--- src/rtl/line_mem_scheduler.sv ---
// Arbitrates the single cacheline adaptor port among the data cache, instruction cache and
// next-line prefetcher (D > I > PF, with bounded starvation of I behind D).
module line_mem_scheduler #(
  parameter int unsigned STARVE_MAX = 4,
  parameter int unsigned ADDR_W     = 32,
  parameter int unsigned LINE_W     = 256
) (
  input  logic              clk,
  input  logic              rst,
  input  logic              fls_i,

  output logic              mem_read_o,
  output logic              mem_write_o,
  output logic [ADDR_W-1:0] mem_addr_o,
  output logic [LINE_W-1:0] mem_wdata_o,
  input  logic [LINE_W-1:0] mem_rdata_i,
  input  logic              mem_resp_i,

  input  logic              d_read_i,
  input  logic              d_write_i,
  input  logic [ADDR_W-1:0] d_addr_i,
  input  logic [LINE_W-1:0] d_wdata_i,
  output logic [LINE_W-1:0] d_rdata_o,
  output logic              d_resp_o,

  input  logic              i_read_i,
  input  logic [ADDR_W-1:0] i_addr_i,
  output logic [LINE_W-1:0] i_rdata_o,
  output logic              i_resp_o,

  input  logic              pf_req_i,
  input  logic [ADDR_W-1:0] pf_addr_i,
  output logic              pf_ack_o,
  output logic              pf_done_o,
  output logic [LINE_W-1:0] pf_rdata_o
);

  localparam int unsigned CntW = $clog2(STARVE_MAX + 2);
  localparam logic [CntW-1:0] StarveMax = CntW'(STARVE_MAX);

  typedef enum logic [1:0] {StIdle, StBusyD, StBusyI, StBusyPf} state_e;

  state_e          state_q;
  logic [CntW-1:0] starve_q;
  logic            discard_q;

  logic grant_d, grant_i, grant_pf;

  always_comb begin
    grant_d  = 1'b0;
    grant_i  = 1'b0;
    grant_pf = 1'b0;
    if (state_q == StIdle) begin
      if (i_read_i && (starve_q == StarveMax)) begin
        grant_i = 1'b1;
      end else if (d_read_i || d_write_i) begin
        grant_d = 1'b1;
      end else if (i_read_i) begin
        grant_i = 1'b1;
      end else if (pf_req_i && !fls_i) begin
        grant_pf = 1'b1;
      end
    end
  end

  assign pf_ack_o  = grant_pf & ~rst;
  assign d_resp_o  = (state_q == StBusyD) & mem_resp_i;
  assign i_resp_o  = (state_q == StBusyI) & mem_resp_i;
  // A flush in the completing cycle also suppresses delivery, not just an earlier one.
  assign pf_done_o = (state_q == StBusyPf) & mem_resp_i & ~discard_q & ~fls_i;

  assign d_rdata_o  = mem_rdata_i;
  assign i_rdata_o  = mem_rdata_i;
  assign pf_rdata_o = mem_rdata_i;

  always_ff @(posedge clk) begin
    if (rst) begin
      state_q     <= StIdle;
      starve_q    <= '0;
      discard_q   <= 1'b0;
      mem_read_o  <= 1'b0;
      mem_write_o <= 1'b0;
      mem_addr_o  <= '0;
      mem_wdata_o <= '0;
    end else begin
      unique case (state_q)
        StIdle: begin
          if (grant_d) begin
            state_q     <= StBusyD;
            mem_write_o <= d_write_i;
            mem_read_o  <= ~d_write_i;
            mem_addr_o  <= d_addr_i;
            mem_wdata_o <= d_wdata_i;
            if (!i_read_i) begin
              starve_q <= '0;
            end else if (starve_q != StarveMax) begin
              starve_q <= starve_q + 1'b1;
            end
          end else if (grant_i) begin
            state_q     <= StBusyI;
            mem_read_o  <= 1'b1;
            mem_write_o <= 1'b0;
            mem_addr_o  <= i_addr_i;
            mem_wdata_o <= '0;
            starve_q    <= '0;
          end else if (grant_pf) begin
            state_q     <= StBusyPf;
            mem_read_o  <= 1'b1;
            mem_write_o <= 1'b0;
            mem_addr_o  <= pf_addr_i;
            mem_wdata_o <= '0;
            starve_q    <= '0;
          end else if (!i_read_i) begin
            starve_q <= '0;
          end
        end
        StBusyD, StBusyI, StBusyPf: begin
          // The adaptor cannot abort, so a flush only marks the prefetch line as unwanted.
          if ((state_q == StBusyPf) && fls_i) begin
            discard_q <= 1'b1;
          end
          if (mem_resp_i) begin
            state_q     <= StIdle;
            mem_read_o  <= 1'b0;
            mem_write_o <= 1'b0;
            discard_q   <= 1'b0;
          end
        end
        default: begin
          state_q <= StIdle;
        end
      endcase
    end
  end

`ifndef SYNTHESIS
  d_rw_exclusive: assert property (@(posedge clk) disable iff (rst) !(d_read_i && d_write_i))
    else $error("data cache asserted read and write together");
`endif

endmodule

--- config.mk ---
export PLATFORM = sky130hd
export DESIGN_NAME = line_mem_scheduler
export DESIGN_NICKNAME = d
export VERILOG_FILES = /design/src/rtl/line_mem_scheduler.sv
export SDC_FILE = /design/constraint.sdc
export NUM_CORES = 1
export LEC_CHECK = 0
export ABC_AREA = 1
export CAP_MARGIN = 20
export CORE_AREA = 4 4 653 655
export CTS_CLUSTER_SIZE = 20
export DETAILED_ROUTE_END_ITERATION = 12
export DIE_AREA = 0 0 657 659
export SLEW_MARGIN = 20
export SYNTH_ARGS = -nofsm -noshare
export SYNTH_HDL_FRONTEND = slang
export SYNTH_SLANG_ARGS = --single-unit
--- constraint.sdc ---
create_clock -name clk -period 1.8 [get_ports clk]
set_clock_uncertainty 0.05 [all_clocks]
set_input_delay 0.36 -clock clk [delete_from_list [all_inputs] [get_ports clk]]
set_output_delay 0.36 -clock clk [all_outputs]
set_load 0.05 [all_outputs]
==> impl_metrics.yaml <==
cts:
  insertion_delay_ns: 0.63
  holdBufCountCts: 0
  numClockSinks: 296
  clk_pin_slew_ns: 0.06
  htree_levels: 2
  cts_buffers: 38
  clk_path_buf_depth: 3
  cts_tree: "built"
  clockRootBuffer: "clkbuf_16"
pwr:
  max-vdd-ir-drop_mv: 0.746
  p_per_area_nw_per_um2: 1190
  p_leak_nw: 11.0
  power_frac_seq_pct: 21.8
  p_clk_share_pct: 21.8
  intPower_mw: 21.9
  swShare_pct: 45.4
  pwr-share-comb_pct: 56.5
  p_total_mw: 40.2
  p_switching_mw: 18.3
global_route:
  grtUsageTotal_pct: 14.3
  gr-total-overflow: 0
  grt_pass1_wl_mm: 362
  grt_max_degree: 117
  grt_antenna_before_repair: 203
  grt_pass1_vias: 15690
placed_design:
  placed_area_um2: 27700
  io_buffers: 653
  dpl.hpwl_mm: 297
  place_ws_ns: -0.658
  gp_congestion: 0.893
setup_path:
  worst_setup_path_end_kind: "output pin"
  start_kind: "register"
  crit_chain: "buf_6, inv_4, buf_6, nor3_4, buf_6, buf_12"
  path_buf_inv: 5
  cp.arrival_ns: 1.78
  critPathTopFamily: "buffers and inverters"
  cp_common_cell: "buf_6"
  cp_slowest_cell: "dfxtp_4"
  r2r_setup_slack_ns: -0.24
  criticalPathCategory: "reg -> out"
  worstPathRequired_ns: 1.39
  path_max_fanout: 2
  slowest_delay_ns: 0.38
run_status:
  outcome: "finished, violations left"
  violations: "negative setup slack"
routing:
  wl_mm: 334
  ant_nets: 0
  vias_per_cell: 2.26
  via_count: 17814
  first_pass_iters: 5
  drt_iter0_drc: 1497
  drc: 0
  routedWlPerCell_um: 42.3
timing:
  timing.fmax_mhz: 456
  relSlewSlack_pct: 48.1
  fin_crit_ns: 2.19
  whs_ns: 0.109
  setup_slack_ns: -0.391
  tightest_slew_ns: 0.778
  setup_viol: 299
  hold_viol: 0
  rsz0062_at_grt: "yes"
  post-route-period-util_pct: 122
  final_max_slew_viol_count: 0
die:
  fp.coreArea_um2: 420000
  rows: 238
  die_x_um: 657
  die_y_um: 659
  io_pins: 1678
  start_util_pct: 4.15
  die_area_um2: 433000
finish:
  fin_nets: 2918
  layout-drive-gt1-share_pct: 42.1
  multiInputGateArea_um2: 6870
  design_area_um2: 33700
  fillers: 48745
  seq_area_um2: 5940
  syn_to_final_growth_pct: 93.2
logic_synthesis:
  netlist_top_cells_area: "dfxtp_1, buf_4, nand3_1"
  syn_area_um2: 17400
  yosysSeqAreaShare_pct: 34.0
  yosysTopAreaCell: "dfxtp_1"
  ys_seq_elements: 296
  syn_inst: 2298
  synth.distinct_cells: 23
  syn_nets: 2916
  synth_top_area_share_pct: 34.0
  yosysWarningCount: 0
  avgSynthCellArea_um2: 7.59
job:
  maxCapViolations: 0
worst_hold_path:
  hold_path_class: "in -> reg"
## power by group through the flow
stage	Sequential (mW)	Combinational (mW)	Clock, mW
after global routing	8.87	23.8	9.21
final	8.76	22.7	8.75
after detailed placement	8.80	16.7	0
after floorplan	11.6	7.99	0
after global placement	8.77	16.7	0
after CTS	8.69	18.1	9.11
## worst min-delay path, delay by kind of cell
family / cells / cell delay [ns]
AOI/OAI and AO/OA: 1 / 0.05
and+or+nand+nor: 1 / 0.13
buffers and inverters: 1 / 0.20
## final cells by class
| type | instances | share of cell area, % |
|---|---|---|
| timing repair buffer | 868 | 36.7 |
| tap | 5520 | 20.5 |
| multi-input combinational | 1062 | 20.4 |
| sequential | 296 | 17.6 |
| clock buffer | 48 | 3.24 |
| clock inverter | 22 | 0.780 |
| inverter | 33 | 0.412 |
| antenna | 46 | 0.342 |
| timing repair inverter | 1 | 0.0483 |
## layer usage
metal  global-route usage (%)  up-vias  routed length, um
met5                    0.801        -                575
met4                     4.37       52              14700
met2                     23.5     2454             152000
met3                     20.1      615              97300
li1                         -     6781                  -
met1                     8.30     7912              69100
## cell families (layout without fill, tap and decap cells)
family / after synthesis / count (layout) / synth area share, %
other: 0 / 46 / 0
adder cells (fa/ha/maj): 2 / 2 / 0.143
XOR/XNOR: 1 / 1 / 0.0502
AO/OA/AOI/OAI: 298 / 298 / 8.58
buffers and inverters: 940 / 972 / 38.0
flip-flops: 296 / 296 / 34.0
AND/OR/NAND/NOR: 761 / 761 / 19.2
## per-stage QoR
step                instances  setup TNS (ns)  util (%)
floorplan                2298          -0.185         -
global placement         7671         -158.77      6.60
detailed placement       7671         -159.88      6.60
CTS                      7769           -2.40      7.09
global route             7878          -56.64      8.01
finish                   7896          -39.22      8.02
## sequential cells by signal, indices dropped and copies added, names as in the netlist
name and flops:
mem_write_o 1, mem_wdata_o 256, discard_q 1, mem_read_o 1, starve_q 3, mem_addr_o 32
state_q 2
## final timing paths
kind / startpoint / endpoint / cells after the start
worst min register to register: mem_wdata_o[40] / mem_wdata_o[40] / 2
worst max register to register: state_q[0] / mem_wdata_o[42] / 12
worst max-delay path: state_q[1] / i_resp_o / 6
worst min-delay path: d_write_i / mem_write_o / 3
## Yosys cell counts
master,n
a21oi_1,277
clkbuf_1,39
nor3_1,5
nor2_8,1
nand3_2,2
nand2_4,1
nor2_2,1
inv_1,31
buf_1,3
nand2_1,383
nand4_1,18
ha_1,2
o21ai_0,20
dfxtp_1,296
xor2_1,1
buf_2,73
nor2_1,37
nand3_1,312
buf_6,10
nand3_4,1
buf_4,782
inv_2,2
o211a_1,1
## placed cells by master (no fill, tap or decap), types with 3 or more instances in the layout
cell and count:
nand3_4 20, buf_4 113, nor2_1 20, clkbuf_8 8
nand3_1 224, clkinv_4 3, nor2_4 8, nor3_4 3
clkinv_2 8, clkdlybuf4s50_1 357, buf_8 23, clkbuf_16 88
nor2_2 10, clkinv_8 3, dfxtp_1 290, o21ai_2 4
bufinv_16 4, nand2_2 52, nand2_1 257, buf_12 268
buf_16 21, a21oi_1 133, diode_2 46, o21ai_0 13
o21ai_1 3, nand2_4 72, buf_6 36, inv_1 29
dfxtp_2 4, nand4_1 18, nand2_8 3, a21oi_2 144
nand3_2 71
## timing repair
action                                  CTS  global route
resized for setup                        66           569
setup buffers                            19            26
endpoints found under the setup margin  152           192
cloned                                   11            61
pin swaps                                 7           150
Note: power is estimated with default switching activity, not from simulation.
